===== src/rtl/mmio_router_pkg.sv =====
// Shared types for the MMIO router: FSM states, target select and bus widths.
package MMIORouterStruct;

  localparam int ADDR_W = 64;
  localparam int DATA_W = 64;
  localparam int MASK_W = 8;

  localparam logic [63:0] TIMER_BASE_DEFAULT = 64'h0000_0000_0200_0000;
  localparam logic [63:0] TIMER_SIZE_DEFAULT = 64'h0000_0000_0001_0000;

  typedef enum logic [1:0] {
    IDLE    = 2'd0,
    RD_WAIT = 2'd1,
    WR_WAIT = 2'd2,
    RESP    = 2'd3
  } router_state_e;

  typedef enum logic {
    TGT_RAM   = 1'b0,
    TGT_TIMER = 1'b1
  } target_e;

endpackage


===== src/rtl/mem_ift.sv =====
// Simple memory bus: independent read and write channels, each closed by a valid.
interface Mem_ift;

  logic                                ren;
  logic [MMIORouterStruct::ADDR_W-1:0] raddr;
  logic [MMIORouterStruct::DATA_W-1:0] rdata;
  logic                                rvalid;
  logic                                wen;
  logic [MMIORouterStruct::ADDR_W-1:0] waddr;
  logic [MMIORouterStruct::DATA_W-1:0] wdata;
  logic [MMIORouterStruct::MASK_W-1:0] wmask;
  logic                                wvalid;

  modport Master (output ren, raddr, wen, waddr, wdata, wmask,
                  input  rdata, rvalid, wvalid);
  modport Slave  (input  ren, raddr, wen, waddr, wdata, wmask,
                  output rdata, rvalid, wvalid);

endinterface


===== src/rtl/mmio_router_decode.sv =====
// Address decode: flags addresses inside the timer window [base, base+size).
module mmio_decode
  import MMIORouterStruct::*;
#(
  parameter logic [63:0] TIMER_BASE = TIMER_BASE_DEFAULT,
  parameter logic [63:0] TIMER_SIZE = TIMER_SIZE_DEFAULT
) (
  input  logic [ADDR_W-1:0] addr,
  output logic              is_timer
);

  logic [64:0] limit_s;

  // Compare in 65 bits so a window touching the top of the map cannot wrap.
  always_comb begin
    limit_s  = {1'b0, TIMER_BASE} + {1'b0, TIMER_SIZE};
    is_timer = ({1'b0, addr} >= {1'b0, TIMER_BASE}) && ({1'b0, addr} < limit_s);
  end

endmodule


===== src/rtl/mmio_router.sv =====
// Routes one core transaction at a time to RAM or timer, with a wait-cycle timeout.
module mmio_router
  import MMIORouterStruct::*;
#(
  parameter logic [63:0] TIMER_BASE = TIMER_BASE_DEFAULT,
  parameter logic [63:0] TIMER_SIZE = TIMER_SIZE_DEFAULT,
  parameter logic [7:0]  TIMEOUT    = 8'd255
) (
  input  logic   clk,
  input  logic   rstn,
  Mem_ift.Slave  core_ift,
  Mem_ift.Master ram_ift,
  Mem_ift.Master timer_ift,
  output logic   bus_err,
  output logic   busy
);

  router_state_e     state_r;
  target_e           tgt_r;
  logic [7:0]        cnt_r;
  logic [ADDR_W-1:0] addr_r;
  logic [DATA_W-1:0] wdata_r;
  logic [DATA_W-1:0] rdata_r;
  logic [MASK_W-1:0] wmask_r;
  logic              ram_ren_r;
  logic              ram_wen_r;
  logic              timer_ren_r;
  logic              timer_wen_r;
  logic              core_rvalid_r;
  logic              core_wvalid_r;
  logic              bus_err_r;
  logic              busy_r;

  logic [ADDR_W-1:0] req_addr_s;
  logic              is_timer_s;
  logic              tgt_rvalid_s;
  logic              tgt_wvalid_s;
  logic [DATA_W-1:0] tgt_rdata_s;

  // Decode the address IDLE is about to latch; a pending read outranks a write.
  always_comb begin
    if (core_ift.ren) begin
      req_addr_s = core_ift.raddr;
    end else begin
      req_addr_s = core_ift.waddr;
    end
  end

  mmio_decode #(
    .TIMER_BASE (TIMER_BASE),
    .TIMER_SIZE (TIMER_SIZE)
  ) u_decode (
    .addr     (req_addr_s),
    .is_timer (is_timer_s)
  );

  // Completion signals come only from the target latched for this transaction.
  always_comb begin
    if (tgt_r == TGT_TIMER) begin
      tgt_rvalid_s = timer_ift.rvalid;
      tgt_wvalid_s = timer_ift.wvalid;
      tgt_rdata_s  = timer_ift.rdata;
    end else begin
      tgt_rvalid_s = ram_ift.rvalid;
      tgt_wvalid_s = ram_ift.wvalid;
      tgt_rdata_s  = ram_ift.rdata;
    end
  end

  // Transaction FSM; every output is a register updated alongside the state.
  always_ff @(posedge clk) begin
    if (!rstn) begin
      state_r       <= IDLE;
      tgt_r         <= TGT_RAM;
      cnt_r         <= 8'd0;
      addr_r        <= {ADDR_W{1'b0}};
      wdata_r       <= {DATA_W{1'b0}};
      wmask_r       <= {MASK_W{1'b0}};
      rdata_r       <= {DATA_W{1'b0}};
      ram_ren_r     <= 1'b0;
      ram_wen_r     <= 1'b0;
      timer_ren_r   <= 1'b0;
      timer_wen_r   <= 1'b0;
      core_rvalid_r <= 1'b0;
      core_wvalid_r <= 1'b0;
      bus_err_r     <= 1'b0;
      busy_r        <= 1'b0;
    end else begin
      bus_err_r <= 1'b0;
      case (state_r)
        IDLE: begin
          if (core_ift.ren) begin
            addr_r      <= core_ift.raddr;
            tgt_r       <= is_timer_s ? TGT_TIMER : TGT_RAM;
            ram_ren_r   <= ~is_timer_s;
            timer_ren_r <= is_timer_s;
            cnt_r       <= 8'd0;
            busy_r      <= 1'b1;
            state_r     <= RD_WAIT;
          end else if (core_ift.wen) begin
            addr_r      <= core_ift.waddr;
            wdata_r     <= core_ift.wdata;
            wmask_r     <= core_ift.wmask;
            tgt_r       <= is_timer_s ? TGT_TIMER : TGT_RAM;
            ram_wen_r   <= ~is_timer_s;
            timer_wen_r <= is_timer_s;
            cnt_r       <= 8'd0;
            busy_r      <= 1'b1;
            state_r     <= WR_WAIT;
          end
        end
        RD_WAIT: begin
          // A valid on the last allowed cycle still completes normally.
          if (tgt_rvalid_s) begin
            rdata_r       <= tgt_rdata_s;
            core_rvalid_r <= 1'b1;
            ram_ren_r     <= 1'b0;
            timer_ren_r   <= 1'b0;
            state_r       <= RESP;
          end else if (cnt_r == TIMEOUT) begin
            rdata_r       <= {DATA_W{1'b0}};
            core_rvalid_r <= 1'b1;
            bus_err_r     <= 1'b1;
            ram_ren_r     <= 1'b0;
            timer_ren_r   <= 1'b0;
            state_r       <= RESP;
          end else begin
            cnt_r <= cnt_r + 8'd1;
          end
        end
        WR_WAIT: begin
          if (tgt_wvalid_s) begin
            core_wvalid_r <= 1'b1;
            ram_wen_r     <= 1'b0;
            timer_wen_r   <= 1'b0;
            state_r       <= RESP;
          end else if (cnt_r == TIMEOUT) begin
            core_wvalid_r <= 1'b1;
            bus_err_r     <= 1'b1;
            ram_wen_r     <= 1'b0;
            timer_wen_r   <= 1'b0;
            state_r       <= RESP;
          end else begin
            cnt_r <= cnt_r + 8'd1;
          end
        end
        RESP: begin
          core_rvalid_r <= 1'b0;
          core_wvalid_r <= 1'b0;
          rdata_r       <= {DATA_W{1'b0}};
          busy_r        <= 1'b0;
          state_r       <= IDLE;
        end
        default: begin
          ram_ren_r     <= 1'b0;
          ram_wen_r     <= 1'b0;
          timer_ren_r   <= 1'b0;
          timer_wen_r   <= 1'b0;
          core_rvalid_r <= 1'b0;
          core_wvalid_r <= 1'b0;
          rdata_r       <= {DATA_W{1'b0}};
          busy_r        <= 1'b0;
          state_r       <= IDLE;
        end
      endcase
    end
  end

  assign core_ift.rvalid  = core_rvalid_r;
  assign core_ift.wvalid  = core_wvalid_r;
  assign core_ift.rdata   = rdata_r;

  assign ram_ift.ren      = ram_ren_r;
  assign ram_ift.raddr    = addr_r;
  assign ram_ift.wen      = ram_wen_r;
  assign ram_ift.waddr    = addr_r;
  assign ram_ift.wdata    = wdata_r;
  assign ram_ift.wmask    = wmask_r;

  assign timer_ift.ren    = timer_ren_r;
  assign timer_ift.raddr  = addr_r;
  assign timer_ift.wen    = timer_wen_r;
  assign timer_ift.waddr  = addr_r;
  assign timer_ift.wdata  = wdata_r;
  assign timer_ift.wmask  = wmask_r;

  assign bus_err = bus_err_r;
  assign busy    = busy_r;

endmodule


===== src/flat_wrapper.sv =====
// flat-port wrapper written by rule: the top's interface ports become plain ports
module mmio_router_flat import MMIORouterStruct::*;
#(
  parameter logic [63:0] TIMER_BASE = TIMER_BASE_DEFAULT,
  parameter logic [63:0] TIMER_SIZE = TIMER_SIZE_DEFAULT,
  parameter logic [7:0]  TIMEOUT    = 8'd255
)
  (clk, rstn, bus_err, busy, core_ift_ren, core_ift_raddr, core_ift_wen, core_ift_waddr, core_ift_wdata, core_ift_wmask, core_ift_rdata, core_ift_rvalid, core_ift_wvalid, ram_ift_ren, ram_ift_raddr, ram_ift_wen, ram_ift_waddr, ram_ift_wdata, ram_ift_wmask, ram_ift_rdata, ram_ift_rvalid, ram_ift_wvalid, timer_ift_ren, timer_ift_raddr, timer_ift_wen, timer_ift_waddr, timer_ift_wdata, timer_ift_wmask, timer_ift_rdata, timer_ift_rvalid, timer_ift_wvalid);
  Mem_ift core_ift_i ();
  Mem_ift ram_ift_i ();
  Mem_ift timer_ift_i ();
  input  logic clk;
  input  logic rstn;
  output logic bus_err;
  output logic busy;
  input wire logic [$bits(core_ift_i.ren)-1:0] core_ift_ren;
  input wire logic [$bits(core_ift_i.raddr)-1:0] core_ift_raddr;
  input wire logic [$bits(core_ift_i.wen)-1:0] core_ift_wen;
  input wire logic [$bits(core_ift_i.waddr)-1:0] core_ift_waddr;
  input wire logic [$bits(core_ift_i.wdata)-1:0] core_ift_wdata;
  input wire logic [$bits(core_ift_i.wmask)-1:0] core_ift_wmask;
  output wire logic [$bits(core_ift_i.rdata)-1:0] core_ift_rdata;
  output wire logic [$bits(core_ift_i.rvalid)-1:0] core_ift_rvalid;
  output wire logic [$bits(core_ift_i.wvalid)-1:0] core_ift_wvalid;
  output wire logic [$bits(ram_ift_i.ren)-1:0] ram_ift_ren;
  output wire logic [$bits(ram_ift_i.raddr)-1:0] ram_ift_raddr;
  output wire logic [$bits(ram_ift_i.wen)-1:0] ram_ift_wen;
  output wire logic [$bits(ram_ift_i.waddr)-1:0] ram_ift_waddr;
  output wire logic [$bits(ram_ift_i.wdata)-1:0] ram_ift_wdata;
  output wire logic [$bits(ram_ift_i.wmask)-1:0] ram_ift_wmask;
  input wire logic [$bits(ram_ift_i.rdata)-1:0] ram_ift_rdata;
  input wire logic [$bits(ram_ift_i.rvalid)-1:0] ram_ift_rvalid;
  input wire logic [$bits(ram_ift_i.wvalid)-1:0] ram_ift_wvalid;
  output wire logic [$bits(timer_ift_i.ren)-1:0] timer_ift_ren;
  output wire logic [$bits(timer_ift_i.raddr)-1:0] timer_ift_raddr;
  output wire logic [$bits(timer_ift_i.wen)-1:0] timer_ift_wen;
  output wire logic [$bits(timer_ift_i.waddr)-1:0] timer_ift_waddr;
  output wire logic [$bits(timer_ift_i.wdata)-1:0] timer_ift_wdata;
  output wire logic [$bits(timer_ift_i.wmask)-1:0] timer_ift_wmask;
  input wire logic [$bits(timer_ift_i.rdata)-1:0] timer_ift_rdata;
  input wire logic [$bits(timer_ift_i.rvalid)-1:0] timer_ift_rvalid;
  input wire logic [$bits(timer_ift_i.wvalid)-1:0] timer_ift_wvalid;
  assign core_ift_i.ren = core_ift_ren;
  assign core_ift_i.raddr = core_ift_raddr;
  assign core_ift_i.wen = core_ift_wen;
  assign core_ift_i.waddr = core_ift_waddr;
  assign core_ift_i.wdata = core_ift_wdata;
  assign core_ift_i.wmask = core_ift_wmask;
  assign core_ift_rdata = core_ift_i.rdata;
  assign core_ift_rvalid = core_ift_i.rvalid;
  assign core_ift_wvalid = core_ift_i.wvalid;
  assign ram_ift_ren = ram_ift_i.ren;
  assign ram_ift_raddr = ram_ift_i.raddr;
  assign ram_ift_wen = ram_ift_i.wen;
  assign ram_ift_waddr = ram_ift_i.waddr;
  assign ram_ift_wdata = ram_ift_i.wdata;
  assign ram_ift_wmask = ram_ift_i.wmask;
  assign ram_ift_i.rdata = ram_ift_rdata;
  assign ram_ift_i.rvalid = ram_ift_rvalid;
  assign ram_ift_i.wvalid = ram_ift_wvalid;
  assign timer_ift_ren = timer_ift_i.ren;
  assign timer_ift_raddr = timer_ift_i.raddr;
  assign timer_ift_wen = timer_ift_i.wen;
  assign timer_ift_waddr = timer_ift_i.waddr;
  assign timer_ift_wdata = timer_ift_i.wdata;
  assign timer_ift_wmask = timer_ift_i.wmask;
  assign timer_ift_i.rdata = timer_ift_rdata;
  assign timer_ift_i.rvalid = timer_ift_rvalid;
  assign timer_ift_i.wvalid = timer_ift_wvalid;
  mmio_router #(.TIMER_BASE(TIMER_BASE), .TIMER_SIZE(TIMER_SIZE), .TIMEOUT(TIMEOUT)) u_core (.clk(clk), .rstn(rstn), .core_ift(core_ift_i), .ram_ift(ram_ift_i), .timer_ift(timer_ift_i), .bus_err(bus_err), .busy(busy));
endmodule

===== config.mk =====
export PLATFORM = sky130hd
export DESIGN_NAME = mmio_router_flat
export DESIGN_NICKNAME = d
export VERILOG_FILES = /design/src/rtl/mmio_router_pkg.sv /design/src/rtl/mem_ift.sv /design/src/rtl/mmio_router_decode.sv /design/src/rtl/mmio_router.sv /design/src/flat_wrapper.sv
export SDC_FILE = /design/constraint.sdc
export NUM_CORES = 1
export LEC_CHECK = 0
export ABC_AREA = 1
export BUFFER_PORTS_ARGS = -buffer_cell sky130_fd_sc_hd__clkbuf_2
export CORE_AREA = 2 2 312 314
export DETAILED_ROUTE_END_ITERATION = 8
export DIE_AREA = 0 0 314 316
export GPL_TIMING_DRIVEN = 0
export PLACE_DENSITY_LB_ADDON = 0.08
export SLEW_MARGIN = 20
export SYNTH_ARGS = -nofsm -noshare
export SYNTH_HDL_FRONTEND = slang
export SYNTH_SLANG_ARGS = --single-unit

===== constraint.sdc =====
create_clock -name clk -period 3 [get_ports clk]
set_input_delay 0.15 -clock clk [delete_from_list [all_inputs] [get_ports clk]]
set_output_delay 0.15 -clock clk [all_outputs]
set_load 0.005 [all_outputs]

==> After elaboration in Yosys (flattened, before gate mapping) <==
Index checks and enable logic that the tools add are counted.
{ "op_classes": {"order_cmp": 2, "n_bitwise": 2, "n_reduce_logical": 17, "eq_ne": 12, "muxes": 49, "addsub": 1} }
{ "op_table": {"columns": ["operator", "count"], "rows": [
  ["two-way mux 64 bit", 6],
  ["one-hot mux 64 bit (2 select lines)", 1],
  ["greater-or-equal comparator 64 x 26 -> 1 bit, second input constant", 1],
  ["less-than comparator 64 x 26 -> 1 bit, second input constant", 1],
  ["two-way mux 8 bit", 5],
  ["one-hot mux 8 bit (3 select lines)", 1],
  ["two-way mux 1 bit", 22],
  ["one-hot mux 1 bit (2 select lines)", 8],
  ["nonzero test 2 bit", 6],
  ["two-way mux 2 bit", 5],
  ["inequality test 2 bit, second input constant", 5],
  ["adder 8 x 1 -> 8 bit, second input constant", 1],
  ["equality test 8 bit, second input constant", 1],
  ["one-hot mux 2 bit (4 select lines)", 1],
  ["AND reduction 2 bit", 4],
  ["AND reduction 4 bit", 2],
  ["inequality test 3 x 1 -> 1 bit, second input constant", 2],
  ["AND reduction 3 bit", 2],
  ["equality test 2 bit, second input constant", 2],
  ["inequality test 3 bit, second input constant", 1],
  ["nonzero test 3 bit", 1],
  ["equality test 2 x 1 -> 1 bit, second input constant", 1],
  ["logical NOT 2 bit", 1],
  ["NOT 1 bit", 2],
  ["logical AND 1 bit", 1]
]} }
{ "totals": {"inputBits": 336, "elab_cells": 98, "output_inout_bits": 472, "register_bits": 219} }

==> Depth between registers and ports, before layout <==
Gate-level depths: netlist of run 1.
{ "depth": {"ltp_word": 7, "ltp_mapped": 12, "ltp_nobuf": 11} }

==> Cells and area by module <==
From an unflattened synthesis of run 1, not the netlist that was laid out.
{ "unflattened": {"cells_unflattened": 1877, "area_unflattened_um2": 12803.5} }
{ "by_module_without_submodules": {"columns": ["module", "instances", "seq_area_each_um2", "area_each_um2", "cells_each"], "rows": [
  ["mmio_router", 1, 4384.2, 12507.0, 1804],
  ["mmio_decode", 1, 0.0, 296.5, 73]
]} }

==> Least setup slack after synthesis of run 1 <==
No wires, ideal clock.
{ "synth_timing": {"path_kind": "flip-flop to flip-flop", "startpoint": "reg u_core.state_r[0]", "endpoint": "reg u_core.cnt_r[0]", "path_stages_with_launch": 11, "synth_period_minus_slack_ps": 1638, "slack_ps": 1362, "arrival_time_ps": 1522, "required_time_ps": 2884, "n_path_buf": 0, "setup_time_ps": 116, "cell_sequence": "dfxtp_1 -> inv_1 -> ha_1 -> inv_1 -> nor2_1 -> nand2_1 -> nand4_1 -> nor2_4 -> inv_2 -> nor2_1 -> nor2_1"} }
{ "synth_via": {"elab_chain_cells": 3, "word_cells_on_any_way": 9, "classes_between": "eq/ne (5); mux (1); reduce/logical (3)"} }
{ "synth_rtl": {"columns": ["item", "line", "text"], "rows": [
  ["start: declaration", "mmio_router.sv:18", "router_state_e state_r;"],
  ["start signal: assignment", "mmio_router.sv:73", "state_r <= IDLE;"],
  ["start signal: assignment", "mmio_router.sv:99", "state_r <= RD_WAIT;"],
  ["start signal: assignment", "mmio_router.sv:109", "state_r <= WR_WAIT;"],
  ["equality test 2 bit (tied with other cells)", "mmio_router.sv:90", "case (state_r)"],
  ["inequality test 2 bit (no source line) (tied with other cells)", null, null],
  ["AND reduction 4 bit (no source line)", null, null],
  ["end signal: assignment", "mmio_router.sv:128", "cnt_r <= cnt_r + 8'd1;"],
  ["end signal: assignment", "mmio_router.sv:144", "cnt_r <= cnt_r + 8'd1;"],
  ["end: declaration", "mmio_router.sv:20", "logic [7:0] cnt_r;"]
]} }
Several ways; a longest one is shown, not always the timed one.
A chain may end at the register's enable or synchronous reset.

==> Worst setup path in the final report of run 1 <==
{ "layout_timing": {"startpoint": "reg u_core.state_r[0]", "endpoint": "reg u_core.addr_r[4], in the netlist u_core.ram_ift.raddr[4]"} }
{ "layout_via": {"elab_chain_cells": 2} }
{ "layout_rtl": {"columns": ["item", "line", "text"], "rows": [
  ["logical NOT 2 bit", "mmio_router.sv:90", null],
  ["AND reduction 2 bit (no source line)", null, null],
  ["end signal: assignment", "mmio_router.sv:76", "addr_r <= {ADDR_W{1'b0}};"],
  ["end signal: assignment", "mmio_router.sv:93", "addr_r <= core_ift.raddr;"],
  ["end signal: assignment", "mmio_router.sv:101", "addr_r <= core_ift.waddr;"],
  ["end: declaration", "mmio_router.sv:21", "logic [ADDR_W-1:0] addr_r;"]
]} }
No other way between the ends.

==> results.py, run 1 <==
metrics = {
    "route": {
        "drtAntennaViolNets": 0,
        "routed_wl_microns": 64200,
        "wl_per_cell_microns": 16.3,
        "drt_first_pass_iters": 5,
        "drt_iter0_markers": 534,
        "viasPerCell": 3.54,
        "via_count": 14000,
        "drc": 0,
    },
    "setup_path": {
        "critPathCaptureType": "flip-flop",
        "crit_chain": "inv_1, ha_1, inv_1, a21oi_2, buf_2, buf_2, a31oi_1, dlygate4sd3_1",
        "cp.arrival_ns": 3.08,
        "worstSetupPathType": "reg2reg",
        "crit_path_max_fanout": 11,
        "start_kind": "flip-flop",
        "crit_required_ns": 3.43,
        "crit_buf_inv": 5,
        "slowest_stage": "dlygate4sd3_1",
        "critical_path.top_delay_family": "buffers and inverters",
        "critPathMaxStageDelay_ns": 0.57,
    },
    "place": {
        "post-place-ws_ns": 0.195,
        "dpl_cell_area_sq_mm": 0.0173,
        "io_buffers": 807,
        "gp_congestion": 0.761,
        "dp.final_hpwl_microns": 52600,
    },
    "timing": {
        "hold_viol_final": 0,
        "finalCritPeriodShare": 0.883,
        "drv_slew": 0,
        "relSlewSlack": 0.341,
        "worst-slew-pin-transition_ns": 0.988,
        "fin_hold_ws_ns": 0.0298,
        "post-route-min-period_ns": 2.65,
        "grt_setup_unrepaired": "false",
        "setup_tns_ns": 0,
        "finalClockSkew_ns": 0.0341,
        "setup_violations": 0,
        "max_freq_mhz": 377,
        "setup_slack_ns": 0.350,
    },
    "clock_tree": {
        "insertion_delay_ns": 0.56,
        "cts_hold_buf": 231,
        "cts_buffers": 34,
        "cts_root_buffer": "clkbuf_16",
        "clock_sinks": 219,
        "cts_max_level": 2,
        "postCtsSetupBuffers": 0,
        "path_clk_slew_ns": 0.06,
        "cts_tree": "done",
        "cts_resized": 0,
        "clock_path_buffers": 3,
    },
    "final_layout": {
        "final_nets": 2984,
        "final_layout_size_suffix_gt1_frac": 0.469,
        "final_area_sq_mm": 0.0208,
        "area_growth_pct": 78.3,
    },
    "synthesis": {
        "syn_nets": 1910,
        "synth_top_area_share": 0.376,
        "yosys_warnings": 0,
        "avgSynthCellArea_sq_um": 7.43,
        "post-synth-top-count-cell": "nand2_1",
        "synth_ff_type": "dfxtp_1",
        "yosys-top-cells-area": "dfxtp_1, buf_4, nand2_1",
        "syn_area_sq_mm": 0.0117,
        "synth_cells": 1569,
        "async_flop_share": 0,
        "yosysTopAreaCell": "dfxtp_1",
        "synth_edf_count": 0,
        "ys_types": 32,
        "netlist_top_cells_count": "nand2_1, buf_4, dfxtp_1",
        "seq_area_frac_synth": 0.376,
        "synth_seq_cells": 219,
    },
    "run_status": {
        "run_status": "finished, final reports clean",
    },
    "floorplanning": {
        "fp.dieW_microns": 314,
        "dieArea_sq_mm": 0.0992,
        "start_util": 0.121,
        "design.core.area_sq_mm": 0.0960,
        "io_pins": 808,
        "die_h_microns": 316,
        "rows": 114,
    },
    "global_route": {
        "grt_pass1_vias": 14000,
        "grt-ovfl-total": 0,
        "grt_pass1_wl_microns": 90300,
        "grtUsageTotal": 0.122,
        "grt_max_degree": 12,
        "grt_antenna_before_repair": 3,
    },
    "flow_run": {
        "drv_cap": 0,
    },
    "pwr": {
        "ir_drop_mv": 0.350,
        "power.density_mw_per_mm2": 572,
        "power.leakage_nw": 10.3,
    },
    "min_path": {
        "hold_path_class": "in2reg",
    },
}
-- stage by stage --
stage                util  std cells  power [mW]
global route        0.216       3945        12.7
floorplan               -       1569        5.60
detailed placement  0.180       3652        7.50
global placement    0.180       3652        7.51
finish              0.216       3948        11.9
CTS                 0.216       3945        12.2
-- cell families (layout without fill, tap and decap cells) --
family / count (synthesis) / after routing / synth area share
AOI/OAI and AO/OA: 330 / 330 / 0.147
xor gates and xnor gates: 4 / 4 / 0.00301
adders and majority gates: 5 / 5 / 0.00537
buffers and inverters: 454 / 1554 / 0.243
DFF: 219 / 219 / 0.376
muxes: 63 / 63 / 0.0609
other: 0 / 3 / 0
and+or+nand+nor: 494 / 494 / 0.164
-- layout make-up --
class                   instances  area, sq um
clock inverters                14          176
inverters                     103          387
repair buffers               1038         6350
plain buffers                 351         2450
fillers                     10900        75200
multi-input cells             896         4430
well taps                    1276         1600
flip-flops and latches        219         4380
diodes                          3         7.51
clock buffers                  48          995
-- layer usage --
| metal | vias to the layer above | track usage | routed length [microns] |
|---|---|---|---|
| met1 | 6458 | 0.144 | 26300 |
| met3 | 72 | 0.0266 | 3840 |
| met2 | 514 | 0.224 | 32700 |
| li1 | 6935 | - | - |
| met5 | - | 0 | 12 |
| met4 | 2 | 0.0320 | 1400 |
-- registers in the layout, summed over array words and instances (netlist names) --
name / flops
u_core.core_ift.rvalid: 1
u_core.state_r: 2
u_core.ram_ift.raddr: 64
u_core.core_ift.wvalid: 1
u_core.bus_err: 1
u_core.timer_ift.wen: 1
u_core.cnt_r: 8
u_core.core_ift.rdata: 64
u_core.tgt_r: 1
u_core.ram_ift.ren: 1
u_core.ram_ift.wdata: 64
u_core.busy: 1
u_core.timer_ift.ren: 1
u_core.ram_ift.wen: 1
u_core.ram_ift.wmask: 8
-- path summary, 6_finish.rpt --
path	from	to	slack [ns]	cells past startpoint
setup reg to reg	u_core.state_r[0]	u_core.ram_ift.raddr[4]	0.35	8
hold reg to reg	u_core.core_ift.rdata[38]	u_core.core_ift.rdata[38]	0.46	2
setup / recovery	u_core.state_r[0]	u_core.ram_ift.raddr[4]	0.35	8
hold / removal	timer_ift_rdata[10]	u_core.core_ift.rdata[10]	0.03	4
-- cells in the final DEF (no fill, tap or decap), types with 35 or more instances in the layout --
| cell | instances |
|---|---|
| clkbuf_16 | 35 |
| dlygate4sd3_1 | 231 |
| buf_4 | 264 |
| buf_2 | 35 |
| a21oi_1 | 197 |
| nand2_1 | 422 |
| clkbuf_2 | 807 |
| nor2_1 | 47 |
| clkbuf_1 | 42 |
| inv_1 | 98 |
| dfxtp_1 | 219 |
| o21ai_0 | 95 |
| mux2_2 | 63 |
-- worst reg2reg max path, cell delays in order (launching register included) --
cell and delay (ns):
dfxtp_1 0.33, inv_1 0.12, ha_1 0.25, inv_1 0.12, a21oi_2 0.15, buf_2 0.35, buf_2 0.49, a31oi_1 0.14
dlygate4sd3_1 0.57
-- power by group --
part	switching [mW]	internal [mW]	total (mW)
Sequential	0.430	3.27	3.70
Combinational	1.87	2.11	3.98
Clock	1.63	2.58	4.21
Total	3.93	7.96	11.9
Note: power is estimated with default switching activity, not from simulation.
==> inputs of run 2 (changes only) <==
--- a/config.mk
+++ b/config.mk
@@ -7,9 +7,9 @@
 export LEC_CHECK = 0
 export ABC_AREA = 1
 export BUFFER_PORTS_ARGS = -buffer_cell sky130_fd_sc_hd__clkbuf_2
-export CORE_AREA = 2 2 312 314
+export CORE_AREA = 2 2 311 313
 export DETAILED_ROUTE_END_ITERATION = 8
-export DIE_AREA = 0 0 314 316
+export DIE_AREA = 0 0 313 315
 export GPL_TIMING_DRIVEN = 0
 export PLACE_DENSITY_LB_ADDON = 0.08
 export SLEW_MARGIN = 20
==> constraint.sdc (replaced) <==
create_clock -name clk -period 2.14 [get_ports clk]
set_input_delay 0.107 -clock clk [delete_from_list [all_inputs] [get_ports clk]]
set_output_delay 0.107 -clock clk [all_outputs]
set_load 0.005 [all_outputs]
==> run 2 against run 1 <==
Compared with the run above: worst hold slack better by 0.011 ns; critical path type unchanged; combinational power is 43% higher; sequential power is 40% higher; die area is 0.63% lower; routed wire length is 1.4% higher; final cell count is 2.3% higher; first-iteration DRC count is 24% lower; via count is 2.0% higher.
==> results.py, run 2 (synthesized netlist as in run 1, its figures left out) <==
metrics = {
    "run_status": {
        "run_status": "finished, final reports clean",
    },
    "setup_path": {
        "start_kind": "flip-flop",
        "cp.arrival_ns": 2.43,
        "worstSetupPathType": "reg2reg",
        "crit_required_ns": 2.59,
        "critPathCaptureType": "flip-flop",
        "crit_path_max_fanout": 10,
    },
    "route": {
        "wl_per_cell_microns": 16.1,
        "drt_iter0_markers": 406,
        "drt_first_pass_iters": 5,
        "via_count": 14300,
        "routed_wl_microns": 65100,
        "viasPerCell": 3.53,
        "drc": 0,
        "drtAntennaViolNets": 0,
    },
    "timing": {
        "hold_viol_final": 0,
        "finalCritPeriodShare": 0.924,
        "worst-slew-pin-transition_ns": 0.863,
        "finalClockSkew_ns": 0.0260,
        "relSlewSlack": 0.425,
        "setup_violations": 0,
        "drv_slew": 0,
        "grt_setup_unrepaired": "false",
        "post-route-min-period_ns": 1.98,
        "max_freq_mhz": 506,
    },
    "global_route": {
        "grt_pass1_vias": 14700,
        "grt-ovfl-total": 0,
        "grt_max_degree": 16,
        "grtUsageTotal": 0.125,
        "grt_pass1_wl_microns": 93600,
        "grt_antenna_before_repair": 3,
    },
    "final_layout": {
        "fillers": 10800,
        "layout_common_cells": "clkbuf_2, nand2_1, dlygate4sd3_1, buf_4, dfxtp_1",
        "final_area_sq_mm": 0.0216,
        "final_nets": 3082,
        "utilization": 0.226,
        "final_layout_size_suffix_gt1_frac": 0.451,
        "area_growth_pct": 85.4,
        "layout_commonest_cell": "clkbuf_2",
    },
    "clock_tree": {
        "insertion_delay_ns": 0.60,
        "path_clk_slew_ns": 0.06,
        "cts_tree": "done",
        "clock_path_buffers": 3,
        "clock_sinks": 219,
        "cts_buffers": 31,
        "cts_root_buffer": "clkbuf_16",
        "cts_max_level": 1,
    },
    "place": {
        "io_buffers": 807,
        "dp.final_hpwl_microns": 52800,
        "dpl_cell_area_sq_mm": 0.0173,
        "gp_congestion": 0.796,
    },
    "floorplanning": {
        "start_util": 0.122,
        "rows": 114,
        "fp.dieW_microns": 313,
        "die_h_microns": 315,
        "io_pins": 808,
        "design.core.area_sq_mm": 0.0957,
        "dieArea_sq_mm": 0.0986,
    },
    "flow_run": {
        "drv_cap": 0,
    },
    "pwr": {
        "power.leakage_nw": 10.6,
        "ir_drop_mv": 0.576,
        "power.density_mw_per_mm2": 733,
    },
    "min_path": {
        "hold_path_class": "in2reg",
    },
}
run 2: cell count changes in the layout (fill, tap and decap cells not counted), moves of 2 or more:
| cell | change |
|---|---|
| dlygate4sd3_1 | +97 |
| buf_4 | +5 |
| clkbuf_16 | -4 |
| clkinv_2 | -4 |
| buf_2 | -3 |
| clkbuf_1 | +3 |
| bufinv_16 | -2 |
| clkbuf_4 | +2 |
| clkinv_8 | -2 |
| clkinvlp_4 | -2 |
run 2: power by group:
part	switching [mW]	leakage, nW	total [mW]	internal [mW]
clock	2.01	0.465	4.96	2.95
combinational	2.67	8.36	5.70	3.03
sequential	0.580	1.79	5.17	4.59
total	5.26	10.6	15.8	10.6
run 2: area by class of cell:
class	count	area, sq um	area share
timing repair buffer	1139	7360	0.341
sequential	219	4380	0.203
antenna	3	7.51	0.000348
inverter	103	387	0.0179
buffer	351	2460	0.114
clock inverter	4	48.8	0.00226
multi-input combinational	896	4450	0.206
tap	1276	1600	0.0739
clock buffer	48	900	0.0416
run 2: final timing paths:
check | start | endpoint | slack (ns) | depth (start not counted)
max reg2reg | u_core.tgt_r | u_core.core_ift.rdata[63] | 0.16 | 6
min reg2reg | u_core.core_ift.rdata[31] | u_core.core_ift.rdata[31] | 0.46 | 2
min | core_ift_raddr[41] | u_core.ram_ift.raddr[41] | 0.04 | 5
max | u_core.tgt_r | u_core.core_ift.rdata[63] | 0.16 | 6
run 2: worst max-delay path, stage by stage, from the launching register on:
cell and delay (ns):
dfxtp_1 0.30, buf_2 0.18, clkbuf_4 0.29, mux2_2 0.36, dlygate4sd3_1 0.56, nand2_1 0.07, a21oi_1 0.06
run 2: per-layer routing:
layer / GRT usage / up-vias / part of all wire
met2: 0.234 / 526 / 0.52
met3: 0.0277 / 74 / 0.059
met1: 0.143 / 6544 / 0.40
met5: 0 / - / 0.00020
met4: 0.0325 / 2 / 0.025
li1: - / 7119 / -
run 2: what timing repair did:
item                                    in CTS  in global routing
gates resized for setup                      6                  7
endpoints found under the setup margin      91                 31
gates cloned                                 0                  0
setup buffers                                0                  4
hold buffers                               328                  0
pin swaps                                    0                  3
endpoints found under the hold margin      204                  0
run 2: through the flow:
stage	power (mW)	worst slack (ns)	TNS, ns	instances	hold slack [ns]
after floorplan	7.84	0.502	0	1569	0.267
after global placement	10.5	-0.479	-33.41	3652	0.364
after detailed placement	10.5	-0.471	-34.34	3652	0.366
after CTS	16.2	0.0204	0	4032	0.0179
after global routing	16.9	0.00438	0	4036	0.0604
final	15.8	0.163	0	4039	0.0412
==> inputs of run 3 (changes only) <==
--- a/config.mk
+++ b/config.mk
@@ -6,10 +6,10 @@
 export NUM_CORES = 1
 export LEC_CHECK = 0
 export ABC_AREA = 1
-export BUFFER_PORTS_ARGS = -buffer_cell sky130_fd_sc_hd__clkbuf_2
-export CORE_AREA = 2 2 311 313
+export CORE_AREA = 2 2 312 314
 export DETAILED_ROUTE_END_ITERATION = 8
-export DIE_AREA = 0 0 313 315
+export DIE_AREA = 0 0 314 316
+export DONT_BUFFER_PORTS = 1
 export GPL_TIMING_DRIVEN = 0
 export PLACE_DENSITY_LB_ADDON = 0.08
 export SLEW_MARGIN = 20
==> run 3 against run 2 <==
Compared with the run above: worst hold slack got worse by 0.015 ns; clock skew increased by 0.011 ns; power shrank 4.7%; final cell count decreased by 20%.
==> results.py, run 3 (synthesized netlist as in run 1, its figures left out) <==
metrics = {
    "pwr": {
        "power.density_mw_per_mm2": 848,
        "power.leakage_nw": 7.20,
        "ir_drop_mv": 0.619,
    },
    "route": {
        "drt_iter0_markers": 502,
        "routed_wl_microns": 60700,
        "drtAntennaViolNets": 0,
        "viasPerCell": 3.56,
        "drc": 0,
        "wl_per_cell_microns": 18.7,
        "via_count": 11500,
        "drt_first_pass_iters": 6,
    },
    "floorplanning": {
        "rows": 114,
        "die_h_microns": 316,
        "dieArea_sq_mm": 0.0992,
        "design.core.area_sq_mm": 0.0960,
        "start_util": 0.121,
        "io_pins": 808,
        "fp.dieW_microns": 314,
    },
    "global_route": {
        "grt_pass1_vias": 11800,
        "grtUsageTotal": 0.114,
        "grt-ovfl-total": 0,
        "grt_antenna_before_repair": 4,
        "grt_pass1_wl_microns": 82900,
        "grt_max_degree": 17,
    },
    "timing": {
        "setup_violations": 0,
        "post-route-min-period_ns": 1.99,
        "setup_slack_ns": 0.151,
        "setup_tns_ns": 0,
        "finalCritPeriodShare": 0.929,
        "finalClockSkew_ns": 0.0374,
        "drv_slew": 0,
        "max_freq_mhz": 503,
        "relSlewSlack": 0.343,
        "worst-slew-pin-transition_ns": 0.985,
        "hold_viol_final": 0,
    },
    "clock_tree": {
        "cts_buffers": 30,
        "cts_max_level": 1,
        "clock_path_buffers": 3,
        "insertion_delay_ns": 0.62,
        "clock_sinks": 219,
        "cts_root_buffer": "clkbuf_16",
        "cts_tree": "done",
        "path_clk_slew_ns": 0.06,
    },
    "final_layout": {
        "finalNonFillerCells": 3245,
        "final_nets": 2285,
        "area_growth_pct": 52.8,
        "final_area_sq_mm": 0.0178,
        "layout_common_cells": "nand2_1, dlygate4sd3_1, buf_4, dfxtp_1, a21oi_1",
        "final_layout_size_suffix_gt1_frac": 0.228,
        "fillers": 10900,
        "layout_commonest_cell": "nand2_1",
    },
    "setup_path": {
        "cp.arrival_ns": 2.46,
        "crit_buf_inv": 3,
        "start_kind": "flip-flop",
        "worstSetupPathType": "reg2reg",
        "critPathCaptureType": "flip-flop",
        "critical_path.top_delay_family": "buffers and inverters",
        "crit_required_ns": 2.61,
        "critPathMaxStageDelay_ns": 0.55,
        "crit_path_max_fanout": 10,
        "slowest_stage": "dlygate4sd3_1",
        "crit_chain": "buf_2, clkbuf_4, mux2_2, dlygate4sd3_1, nand2_1, a21oi_1",
    },
    "place": {
        "post-place-ws_ns": -0.478,
        "dp.final_hpwl_microns": 46900,
        "gp_congestion": 0.736,
        "dpl_cell_area_sq_mm": 0.0132,
        "io_buffers": 0,
        "dp_cells": 2845,
    },
    "run_status": {
        "run_status": "finished, final reports clean",
    },
    "min_path": {
        "hold_path_class": "in2reg",
    },
    "flow_run": {
        "drv_cap": 0,
    },
}
-- run 3: cell count changes in the layout (fill, tap and decap cells not counted), sizes merged --
| cell | previous run | this run |
|---|---|---|
| buf | 318 | 316 |
| bufinv | 1 | 3 |
| clkbuf | 892 | 89 |
| clkinv | 2 | 3 |
| diode | 3 | 1 |
| dlygate4sd3 | 328 | 339 |
| inv | 104 | 103 |
-- run 3: final timing paths --
check | cells past startpoint | start | end | slack, ns
max | 6 | u_core.tgt_r | u_core.core_ift.rdata[52] | 0.15
min | 4 | core_ift_ren | u_core.busy | 0.03
min reg2reg | 2 | u_core.cnt_r[5] | u_core.cnt_r[5] | 0.48
max reg2reg | 6 | u_core.tgt_r | u_core.core_ift.rdata[52] | 0.15
-- run 3: area by class of cell --
cell class              instances  area, sq um  area share
clock buffers                  50          956      0.0537
diodes                          1         2.50    0.000141
multi-input cells             896         4450       0.250
well taps                    1276         1600      0.0897
inverters                     103          387      0.0217
repair buffers                344         3430       0.193
plain buffers                 350         2460       0.138
flip-flops and latches        219         4380       0.246
clock inverters                 6          130     0.00731
-- run 3: tightest hold or removal path, cell delays in order --
cell and delay (ns):
buf_6 0.17, nor2_2 0.09, nand2_1 0.14, a21oi_1 0.08
-- run 3: power by group --
| group | total (mW) | internal, mW | switching [mW] |
|---|---|---|---|
| combinational | 4.25 | 2.10 | 2.14 |
| clock | 5.50 | 3.38 | 2.11 |
| sequential | 5.35 | 4.59 | 0.761 |
| total | 15.1 | 10.1 | 5.02 |
-- run 3: per-stage QoR --
step | power [mW] | hold slack (ns) | utilization
after floorplan | 7.84 | 0.267 | -
after global placement | 9.23 | 0.277 | 0.138
after detailed placement | 9.21 | 0.280 | 0.138
after CTS | 15.5 | -0.0428 | 0.185
after global routing | 16.1 | 0.0184 | 0.185
final | 15.1 | 0.0266 | 0.185
-- run 3: repair_timing --
action	in CTS	in global routing
pin swaps	2	3
endpoints found under the hold margin	212	1
setup buffers	0	5
endpoints found under the setup margin	162	107
hold buffers	338	1
resized for setup	6	7
-- run 3: per-layer routing --
| layer | global-route usage | up-vias | wire length, microns |
|---|---|---|---|
| met1 | 0.133 | 5403 | 24700 |
| li1 | - | 5513 | - |
| met3 | 0.0258 | 70 | 3920 |
| met2 | 0.206 | 551 | 30600 |
| met5 | 0 | - | 0 |
| met4 | 0.0339 | 0 | 1460 |
